<file path="src/rtl/video_out_fetch.sv">
`default_nettype none
// ============================================================================
//  Module   : video_out_fetch
//  Purpose  : Wishbone read master that streams one frame of 8-bit greyscale
//             pixels (packed 4 per 32-bit word) from RAM into the video-out
//             FIFO, in fixed-length bursts, and flags end of frame.
//  Revision : 1.0  initial release
// ============================================================================
module video_out_fetch #(
    parameter int P_WIDTH     = 640,
    parameter int P_HEIGHT    = 480,
    parameter int BURST_WORDS = 16
) (
    input  logic        clk,
    input  logic        nRST,
    input  logic [31:0] wb_reg_ctr,
    input  logic [31:0] wb_reg_data,
    input  logic        fifo_space_ok,
    output logic        fifo_w_en,
    output logic [31:0] fifo_data,
    output logic        interrupt,
    output logic        bus_err,
    output logic        busy,
    output logic        p_wb_STB_O,
    output logic        p_wb_CYC_O,
    output logic        p_wb_WE_O,
    output logic [3:0]  p_wb_SEL_O,
    output logic [31:0] p_wb_ADR_O,
    input  logic [31:0] p_wb_DAT_I,
    input  logic        p_wb_ACK_I,
    input  logic        p_wb_ERR_I
);

    localparam int              NWORDS      = P_WIDTH * P_HEIGHT / 4;
    localparam int              BW          = (BURST_WORDS > 1) ? $clog2(BURST_WORDS) : 1;
    localparam logic [19:0]     C_LAST_WORD = 20'(NWORDS - 1);
    localparam logic [BW-1:0]   C_LAST_BEAT = BW'(BURST_WORDS - 1);
    localparam logic [1:0]      C_DONE_LAST = 2'd2;

    typedef enum logic [1:0] {
        S_IDLE       = 2'd0,
        S_WAIT_SPACE = 2'd1,
        S_READ       = 2'd2,
        S_DONE       = 2'd3
    } state_t;

    state_t          r_state;
    state_t          w_state_next;

    logic            r_ctr0_q;
    logic            w_new_addr;
    logic            r_pend;
    logic [31:0]     r_pend_base;
    logic [31:0]     r_base;
    logic [19:0]     r_word_cnt;
    logic [BW-1:0]   r_burst_cnt;
    logic [1:0]      r_done_cnt;

    logic            r_bus;
    logic [31:0]     r_adr;
    logic            r_fifo_w_en;
    logic [31:0]     r_fifo_data;
    logic            r_irq;
    logic            r_bus_err;
    logic            r_busy;

    logic            w_start;
    logic            w_burst_go;
    logic            w_ack;
    logic            w_err;
    logic            w_done_exit;
    logic            w_last_beat;
    logic            w_last_word;
    logic            w_unused;

    // Only bit 0 of the control register carries meaning here.
    assign w_unused    = &{1'b0, wb_reg_ctr[31:1]};

    assign w_new_addr  = wb_reg_ctr[0] & ~r_ctr0_q;
    assign w_last_beat = (r_burst_cnt == C_LAST_BEAT);
    assign w_last_word = (r_word_cnt == C_LAST_WORD);

    // Next-state decode plus one-cycle event strobes used by the datapath.
    always_comb begin
        w_state_next = r_state;
        w_start      = 1'b0;
        w_burst_go   = 1'b0;
        w_ack        = 1'b0;
        w_err        = 1'b0;
        w_done_exit  = 1'b0;
        case (r_state)
            S_IDLE: begin
                if (w_new_addr || r_pend) begin
                    w_start      = 1'b1;
                    w_state_next = S_WAIT_SPACE;
                end
            end
            S_WAIT_SPACE: begin
                if (fifo_space_ok) begin
                    w_burst_go   = 1'b1;
                    w_state_next = S_READ;
                end
            end
            S_READ: begin
                // An error terminates the frame even if ACK arrives with it.
                if (p_wb_ERR_I) begin
                    w_err        = 1'b1;
                    w_state_next = S_IDLE;
                end else if (p_wb_ACK_I) begin
                    w_ack = 1'b1;
                    if (w_last_word) begin
                        w_state_next = S_DONE;
                    end else if (w_last_beat) begin
                        w_state_next = S_WAIT_SPACE;
                    end
                end
            end
            S_DONE: begin
                if (r_done_cnt == C_DONE_LAST) begin
                    w_done_exit  = 1'b1;
                    w_state_next = S_IDLE;
                end
            end
            default: w_state_next = S_IDLE;
        endcase
    end

    // State register.
    always_ff @(posedge clk or negedge nRST) begin
        if (!nRST) begin
            r_state <= S_IDLE;
        end else begin
            r_state <= w_state_next;
        end
    end

    // Start-edge detection and the one-deep pending request for a busy block.
    always_ff @(posedge clk or negedge nRST) begin
        if (!nRST) begin
            r_ctr0_q    <= 1'b0;
            r_pend      <= 1'b0;
            r_pend_base <= 32'd0;
        end else begin
            r_ctr0_q <= wb_reg_ctr[0];
            if (w_new_addr && (r_state != S_IDLE)) begin
                r_pend      <= 1'b1;
                r_pend_base <= wb_reg_data;
            end else if (w_start) begin
                r_pend <= 1'b0;
            end
        end
    end

    // Frame datapath: counters, bus address, FIFO write and status flags.
    always_ff @(posedge clk or negedge nRST) begin
        if (!nRST) begin
            r_base      <= 32'd0;
            r_word_cnt  <= 20'd0;
            r_burst_cnt <= '0;
            r_done_cnt  <= 2'd0;
            r_bus       <= 1'b0;
            r_adr       <= 32'd0;
            r_fifo_w_en <= 1'b0;
            r_fifo_data <= 32'd0;
            r_irq       <= 1'b0;
            r_bus_err   <= 1'b0;
            r_busy      <= 1'b0;
        end else begin
            r_fifo_w_en <= 1'b0;

            if (w_start) begin
                // A fresh edge in IDLE wins over an older pending request.
                r_base      <= w_new_addr ? wb_reg_data : r_pend_base;
                r_word_cnt  <= 20'd0;
                r_burst_cnt <= '0;
                r_busy      <= 1'b1;
                r_bus_err   <= 1'b0;
            end

            if (w_burst_go) begin
                r_bus <= 1'b1;
                r_adr <= r_base + {10'd0, r_word_cnt, 2'b00};
            end

            if (w_ack) begin
                r_fifo_w_en <= 1'b1;
                r_fifo_data <= p_wb_DAT_I;
                r_adr       <= r_adr + 32'd4;
                r_word_cnt  <= w_last_word ? 20'd0 : r_word_cnt + 20'd1;
                if (w_last_beat) begin
                    r_burst_cnt <= '0;
                    r_bus       <= 1'b0;
                end else begin
                    r_burst_cnt <= r_burst_cnt + BW'(1);
                end
                if (w_last_word) begin
                    r_irq      <= 1'b1;
                    r_done_cnt <= 2'd0;
                end
            end

            if (w_err) begin
                r_bus       <= 1'b0;
                r_bus_err   <= 1'b1;
                r_busy      <= 1'b0;
                r_burst_cnt <= '0;
            end

            if (r_state == S_DONE) begin
                r_done_cnt <= r_done_cnt + 2'd1;
                if (w_done_exit) begin
                    r_irq  <= 1'b0;
                    r_busy <= 1'b0;
                end
            end
        end
    end

    assign p_wb_STB_O = r_bus;
    assign p_wb_CYC_O = r_bus;
    assign p_wb_WE_O  = 1'b0;
    assign p_wb_SEL_O = 4'hF;
    assign p_wb_ADR_O = r_adr;
    assign fifo_w_en  = r_fifo_w_en;
    assign fifo_data  = r_fifo_data;
    assign interrupt  = r_irq;
    assign bus_err    = r_bus_err;
    assign busy       = r_busy;

endmodule
`default_nettype wire

</file>
<file path="config.mk">
export PLATFORM = sky130hd
export DESIGN_NAME = video_out_fetch
export DESIGN_NICKNAME = d
export VERILOG_FILES = /design/src/rtl/video_out_fetch.sv
export SDC_FILE = /design/constraint.sdc
export NUM_CORES = 1
export LEC_CHECK = 0
export ABC_AREA = 1
export ABC_CLOCK_PERIOD_IN_PS = 2400
export CAP_MARGIN = 20
export CORE_ASPECT_RATIO = 1.1
export CORE_MARGIN = 2
export CORE_UTILIZATION = 54
export CTS_CLUSTER_DIAMETER = 200
export DETAILED_ROUTE_END_ITERATION = 12
export PLACE_DENSITY = 0.86
export SLEW_MARGIN = 20
export SYNTH_ARGS = -nofsm -noshare
export SYNTH_HDL_FRONTEND = slang
export SYNTH_SLANG_ARGS = --single-unit
</file>
<file path="constraint.sdc">
create_clock -name clk -period 2.4 [get_ports clk]
set_clock_uncertainty 0.15 [all_clocks]
set_input_delay 0.48 -clock clk [delete_from_list [all_inputs] [get_ports clk]]
set_output_delay 0.48 -clock clk [all_outputs]
set_load 0.05 [all_outputs]
</file>
# After elaboration in Yosys (flattened, before gate mapping)
# Index checks and enable logic that the tools add are counted.
# word_totals
register_bits	163
in_bits	101
out_inout_bits	75
wordCells	94
# classes
n_addsub	5
eq_ne	11
n_mux	48
bitwise	2
reduce_logical	13
# op_table
op	n
two-way mux 32 bit	3
two-way mux 20 bit	3
adder 32 x 22 -> 32 bit	1
adder 32 x 3 -> 32 bit, second input constant	1
two-way mux 1 bit	27
adder 20 x 1 -> 20 bit, second input constant	1
equality test 20 x 17 -> 1 bit, second input constant	1
two-way mux 2 bit	10
two-way mux 4 bit	4
nonzero test 2 bit	7
one-hot mux 2 bit (4 select lines)	1
equality test 2 bit, second input constant	3
!= test 2 bit, second input constant	3
AND reduction 5 bit	1
adder 4 x 1 -> 4 bit, second input constant	1
equality test 4 bit, second input constant	1
!= test 4 bit, second input constant	1
!= test 3 bit, second input constant	1
nonzero test 3 bit	1
adder 2 x 1 -> 2 bit, second input constant	1
equality test 2 x 1 -> 1 bit, second input constant	1
logical NOT 2 bit	1
AND reduction 2 bit	1
bitwise AND 1 bit	1
3 further kinds	3

# Longest topological paths before layout
# Gate-level depths: netlist of run 1.
# logic_depth
word_depth	9
ltp_mapped	13
mapped_depth_nobuf	13

# Worst setup path after synthesis of run 1
# OpenSTA, ideal clock, no wires.
# synth_path
path_kind	register to register
startpoint	reg r_word_cnt[0]
endpoint	reg r_adr[14], in the netlist p_wb_ADR_O[14]
setup_ns	0.124
arrival_time_ns	1.843
required_time_ns	2.126
slack_ns	0.283
stages_incl_launch_ff	10
period_less_slack_ns	2.117
path_cell_list	dfrtp_1 ha_1 fa_1 nand3_1 nand3_1 nand3_1 nand2_1 or2_2 nand3_1 a21oi_1
# synth_via
elab_chain_len	3
# synth_lines
item	line	source
start, declared	55	logic [19:0] r_word_cnt;
start signal, assigned	189	r_word_cnt <= w_last_word ? 20'd0 : r_word_cnt + 20'd1;
adder 32 x 22 -> 32 bit	182	r_adr <= r_base + {10'd0, r_word_cnt, 2'b00};
two-way mux 32 bit	180	if (w_burst_go) begin
two-way mux 32 bit	185	if (w_ack) begin
end signal, assigned	182	
end signal, assigned	188	r_adr <= r_adr + 32'd4;
end, declared	60	logic [31:0] r_adr;
# Every way passes these cells. The select of a mux whose other input is x is not followed.
# A chain may end at the register's enable or synchronous reset.

# Worst setup path after layout of run 1
# layout_path
startpoint	reg r_adr[27], in the netlist p_wb_ADR_O[27]
endpoint	out p_wb_ADR_O[27]
# layout_lines
item	line	source
end, declared	28	output logic [31:0] p_wb_ADR_O,
# No word-level cell between the ends.

==> flow_summary.yaml, run 1 <==
global_route:
  grt_overflow: 0
  track_usage: 0.277
  grt_pass1_wl_microns: 43600
  antenna_found_initial: 0
  grt_max_degree: 57
  grt_pass1_vias: 9199
critical_path:
  crit_path_cell_trace: "clkdlybuf4s50_1"
  reg2reg_to: "p_wb_ADR_O[20]"
  max_stage_delay_ns: 0.87
  end_kind: "output port"
  r2r_cells: 9
  cp_max_fo: 6
  critical_path.slowest_cell: "clkdlybuf4s50_1"
  worstPathRequired_ns: 1.77
  r2r_start: "r_word_cnt[7]"
  arrival_ns: 1.74
  crit_type: "flip-flop to output port"
  worst-path-buf-inv: 1
  start_kind: "flip-flop"
  cp_top_family: "buffers and inverters"
  rrSetupSlack_ns: 0.12
route:
  first_pass_iters: 8
  remaining_drc_errors: 0
  routed_via_density: 5.40
  vias: 9502
  ant_nets: 0
  totalWireLength_microns: 26300
  drtIter0Drc: 712
  wl_per_cell_microns: 15.0
timing:
  fin_crit_sh: 0.989
  rsz0062_at_grt: "false"
  fin_crit_ns: 2.37
  finalSetupTns_ns: 0
  setup_ws_ns: 0.0257
  worst_slew_pin_slew_ns: 0.562
  final_max_slew_viol_count: 0
  setup_viol: 0
  hold_viol: 0
  slew_headroom: 0.626
  fmax_mhz: 421
clock_tree:
  numClockSinks: 163
  clockBufferDepth: 2
  htreeDepth: 4
  cts_buffers: 17
  cts-root-buf: "clkbuf_16"
  clkLatencyLatePin_ns: 0.43
  cts_tree: "built"
  clkTransAtPathRegs_ns: 0.06
job:
  maxCapViolCount: 0
layout:
  diodes: 0
  drive_gt1_frac: 0.0861
  n_fill_cell: 1434
  synthToLayoutAreaGrowth_pct: 25.4
  fin_nets: 1635
floorplanning:
  dieHeight_microns: 146
  row_count: 51
  fp.coreArea_sq_um: 17800
  die_w_microns: 133
  die_area_sq_um: 19400
  initial_utilization: 0.554
  io_pins: 176
power:
  irDropWorstVdd_mv: 0.730
  p_per_area_nw_per_um2: 1220
  clkPwrFrac: 0.182
  total_power_mw: 15.1
  intPower_mw: 8.10
  power_switching_mw: 7.00
  leakagePower_nw: 6.06
  swShare: 0.464
  pwr-share-comb: 0.496
  p_seq_frac: 0.322
place:
  gp_congestion: 0.971
  place_worst_setup_slack_ns: 0.0502
  dp_hpwl_microns: 20000
  port_buffers: 139
synthesis:
  seq_area_frac_synth: 0.413
  yosys_most_used_dff: "dfrtp_1"
  synth_area_sq_um: 9870
  postSynthAreaPerCell_sq_um: 7.30
  synth_edf_count: 0
  synth_cell_types: 48
  ys_seq_elements: 163
  synthCells: 1352
  yosys_warnings: 0
  async_flop_share: 1.00
min_path:
  worstHoldEndpoint: "fifo_data[28]"
  hp-class: "flip-flop to flip-flop"
  holdPathStages: 2
  min-delay-start: "fifo_data[28]"
outcome:
  status: "finished clean"
==> worst max-delay path by stage <==
stage                    from         endpoint  slack [ns]  cells after the start
2_1_floorplan   r_word_cnt[0]   p_wb_ADR_O[14]        0.28                      9
5_1_grt        p_wb_ADR_O[27]   p_wb_ADR_O[27]       0.002                      1
6_report       p_wb_ADR_O[27]   p_wb_ADR_O[27]        0.03                      1
3_3_place_gp    wb_reg_ctr[0]       r_base[21]        0.11                     11
3_5_place_dp    wb_reg_ctr[0]  r_pend_base[21]        0.05                      7
4_1_cts         p_wb_ADR_O[2]    p_wb_ADR_O[2]        0.01                      1
==> metal layers <==
layer,track usage,share of wire
met5,0,0
met4,0.105,0.033
met3,0.0390,0.053
met2,0.479,0.49
met1,0.354,0.42
==> layout make-up <==
cell class	instances	area, sq um	area share
Multi-Input combinational cell	976	4910	0.397
Sequential cell	163	4080	0.330
Clock buffer	19	443	0.0358
Tap cell	238	298	0.0241
Clock inverter	13	148	0.0119
Inverter	174	653	0.0528
Timing Repair Buffer	177	1840	0.148
==> cells in the mapped netlist (2+ instances only) <==
library cell,n,area [sq um]
nand2_1,453,1700
inv_1,166,623
dfrtp_1,163,4080
nor2_1,114,428
nand3_1,70,350
a21oi_1,50,250
o21ai_0,49,245
a31oi_1,27,169
nor3_1,25,125
xor2_1,25,219
ha_1,24,300
mux2_2,20,225
nand4_1,17,106
buf_2,16,80.1
o22ai_1,16,100
o211ai_1,15,113
o21ai_1,11,55.1
buf_4,10,75.1
clkbuf_1,10,37.5
inv_2,8,30.0
nor2_4,7,78.8
nand3b_1,6,45.0
nand2_2,5,31.3
nand3_2,4,40.0
o21bai_1,4,30.0
buf_1,3,11.3
buf_6,3,33.8
nor3_2,3,30.0
or2_2,3,18.8
conb_1,2,7.51
nor2_2,2,12.5
nor3_4,2,32.5
o21ai_2,2,17.5
o221ai_1,2,17.5
xnor2_1,2,17.5
==> through the flow <==
| stage | hold WS [ns] | util | instances | area, sq um |
|---|---|---|---|---|
| final | 0.322 | 0.695 | 1760 | 12400 |
| after floorplan | 0.0344 | - | 1355 | 9880 |
| after global placement | 0.302 | 0.659 | 1726 | 11700 |
| after detailed placement | 0.308 | 0.659 | 1726 | 11700 |
| after global routing | 0.344 | 0.695 | 1760 | 12400 |
| after CTS | 0.325 | 0.693 | 1759 | 12300 |
==> kinds of logic (layout without fill, tap and decap cells) <==
| group | count (synthesis) | after routing | share of synthesized area |
|---|---|---|---|
| buffers and inverters | 216 | 383 | 0.0903 |
| other | 2 | 5 | 0.000761 |
| adder cells (fa/ha/maj) | 25 | 25 | 0.0325 |
| XOR/XNOR | 27 | 27 | 0.0240 |
| AND/OR/NAND/NOR | 718 | 718 | 0.311 |
| flip-flops | 163 | 163 | 0.413 |
| multiplexers | 20 | 20 | 0.0228 |
| AO/OA/AOI/OAI | 181 | 181 | 0.105 |
==> state kept, by name (all words and copies together), names as in the netlist <==
name	flops
fifo_data	32
p_wb_ADR_O	32
r_base	32
r_pend_base	32
r_word_cnt	20
r_burst_cnt	4
r_done_cnt	2
r_state	2
bus_err	1
busy	1
fifo_w_en	1
interrupt	1
p_wb_CYC_O	1
r_ctr0_q	1
r_pend	1
==> timing repair <==
item,4_1_cts,5_1_grt
resized for setup,0,10
hold endpoints to repair,51,0
hold buffers,1,0
endpoints found under the setup margin,0,12
buffers inserted,0,1
==> placed cells by master (no fill, tap or decap), drive strengths merged, types with 2 or more instances in the layout <==
master         netlist  layout
mux2                20      20
nand4               17      17
o211ai              15      15
inv                174     179
bufinv               0       2
xnor2                2       2
clkdlybuf4s50        0     131
nor4                 2       2
nand2              459     459
o21ai               62      62
or2                  3       3
clkinvlp             0       3
nor3                30      30
nand3b               6       6
dfrtp              163     163
nand3               74      74
dlymetal6s2s         0       7
ha                  24      24
conb                 2       5
xor2                25      25
a21oi               50      50
a31oi               27      27
clkbuf              10      19
nor2               124     124
clkinv               0       3
o22ai               16      16
buf                 32      38
o21bai               4       4
o221ai               2       2
==> power groups by stage <==
stage / Clock [mW] / Combinational (mW) / Sequential (mW)
6_report: 2.75 / 7.49 / 4.86
5_1_grt: 2.92 / 8.14 / 5.00
4_1_cts: 2.79 / 7.49 / 4.83
3_5_place_dp: 0 / 7.42 / 4.86
3_3_place_gp: 0 / 7.25 / 4.82
2_1_floorplan: 0 / 3.27 / 6.46
Note: power is estimated with default switching activity, not from simulation.
==> run 2: changes to the inputs <==
--- a/config.mk
+++ b/config.mk
@@ -8,7 +8,7 @@
 export ABC_AREA = 1
 export ABC_CLOCK_PERIOD_IN_PS = 2400
 export CAP_MARGIN = 20
-export CORE_ASPECT_RATIO = 1.1
+export CORE_ASPECT_RATIO = 1.2
 export CORE_MARGIN = 2
 export CORE_UTILIZATION = 54
 export CTS_CLUSTER_DIAMETER = 200
==> flow_summary.yaml, run 2 (synthesis gave the netlist of run 1 again) <==
layout:
  multi_input_area_sq_um: 4920
  design_area_sq_um: 12300
  layout_commonest_cell: "nand2_1"
  layout_common_cells: "nand2_1 (453), inv_1 (166), dfrtp_1 (163)"
  diodes: 0
  n_fill_cell: 1461
  synthToLayoutAreaGrowth_pct: 24.7
  instances_no_fill: 1743
  drive_gt1_frac: 0.0856
  final_core_util: 0.682
  seq_area_sq_um: 4080
  fin_nets: 1632
timing:
  fmax_mhz: 425
  final_max_slew_viol_count: 0
  fin_crit_ns: 2.35
  setup_viol: 0
  fin_crit_sh: 0.981
  rsz0062_at_grt: "false"
  finalSetupTns_ns: 0
  worst_slew_pin_slew_ns: 0.563
  hold_viol: 0
  slew_headroom: 0.623
global_route:
  antenna_found_initial: 0
  track_usage: 0.269
  grt_pass1_vias: 8979
  grt_max_degree: 65
  grt_overflow: 0
  grt_pass1_wl_microns: 42300
route:
  remaining_drc_errors: 0
  wl_per_cell_microns: 14.5
  routed_via_density: 5.37
  ant_nets: 0
  first_pass_iters: 7
  totalWireLength_microns: 25300
  vias: 9358
  drtIter0Drc: 620
floorplanning:
  dieHeight_microns: 152
  fp.coreArea_sq_um: 18000
  die_w_microns: 127
  row_count: 54
  die_area_sq_um: 19400
  initial_utilization: 0.547
  io_pins: 176
power:
  irDropWorstVdd_mv: 0.717
  p_per_area_nw_per_um2: 1210
  leakagePower_nw: 6.06
critical_path:
  end_kind: "output port"
  reg2reg_to: "p_wb_ADR_O[28]"
  start_kind: "flip-flop"
  cp_top_family: "buffers and inverters"
  worst-path-buf-inv: 1
  crit_start: "p_wb_ADR_O[9]"
  arrival_ns: 1.72
  r2r_cells: 9
  crit_type: "flip-flop to output port"
  crit_path_cell_trace: "clkdlybuf4s50_1"
  path_depth: 1
  cp_max_fo: 5
  critical_path.slowest_cell: "clkdlybuf4s50_1"
  worstSetupEndpoint: "p_wb_ADR_O[9]"
  rrSetupSlack_ns: 0.12
  max_stage_delay_ns: 0.84
  worstPathRequired_ns: 1.77
  r2r_start: "r_word_cnt[6]"
clock_tree:
  clkTransAtPathRegs_ns: 0.07
  numClockSinks: 163
  cts-root-buf: "clkbuf_16"
  cts_tree: "built"
  clkLatencyLatePin_ns: 0.43
  clockBufferDepth: 2
  htreeDepth: 4
  cts_buffers: 17
outcome:
  status: "finished clean"
place:
  placed_cells: 1709
  gp_congestion: 0.952
  dpl_cell_area_sq_um: 11600
  port_buffers: 139
  dp_hpwl_microns: 19400
min_path:
  hp-class: "flip-flop to flip-flop"
job:
  maxCapViolCount: 0
## run 2: cell count changes in the layout (fill, tap and decap cells not counted), sizes merged
cell | before | now
clkinv | 3 | 5
dlymetal6s2s | 7 | 9
inv | 179 | 180
buf | 38 | 35
clkinvlp | 3 | 2
clkbuf | 19 | 17
dlygate4sd2 | 0 | 1
clkdlybuf4s50 | 131 | 128
## run 2: layout make-up
cell class | instances | share of cell area
inverter | 174 | 0.0531
clock inverter | 15 | 0.0141
timing repair buffer | 174 | 0.144
sequential | 163 | 0.332
tap | 224 | 0.0228
clock buffer | 17 | 0.0346
multi-input combinational | 976 | 0.400
## run 2: repair_timing
item,in CTS,in global routing
resized for setup,1,13
hold endpoints to repair,40,0
hold buffers,1,0
setup endpoints to repair,1,14
pin swaps,0,1
setup buffers,0,1
## run 2: where the power goes
| group | internal (mW) | switching, mW | total, mW |
|---|---|---|---|
| sequential | 3.89 | 0.950 | 4.84 |
| clock | 1.56 | 1.20 | 2.76 |
| combinational | 2.53 | 4.76 | 7.29 |
| total | 7.98 | 6.91 | 14.9 |
## run 2: worst min-delay path by stage
stage / from / endpoint / cells after the start
5_1_grt: fifo_data[7] / fifo_data[7] / 2
6_report: fifo_data[7] / fifo_data[7] / 2
2_1_floorplan: nRST / bus_err / 0
3_5_place_dp: nRST / fifo_data[11] / 1
3_3_place_gp: nRST / fifo_data[11] / 1
4_1_cts: fifo_data[2] / fifo_data[2] / 2
## run 2: layer usage
layer  vias to the layer above  part of all wire  GRT usage
li1                       4645                 -          -
met1                      4355              0.43      0.348
met2                       295              0.49      0.455
met3                        63             0.047     0.0345
met4                         0             0.035      0.111
met5                         -                 0          0
## run 2: through the flow
stage               hold slack (ns)  setup WS [ns]  total power [mW]
CTS                           0.324        0.00556              14.9
finish                        0.321         0.0464              14.9
global placement              0.294         0.0380              11.9
global route                  0.344        0.00290              15.9
floorplan                    0.0344          0.283              9.73
detailed placement            0.293         0.0109              12.1
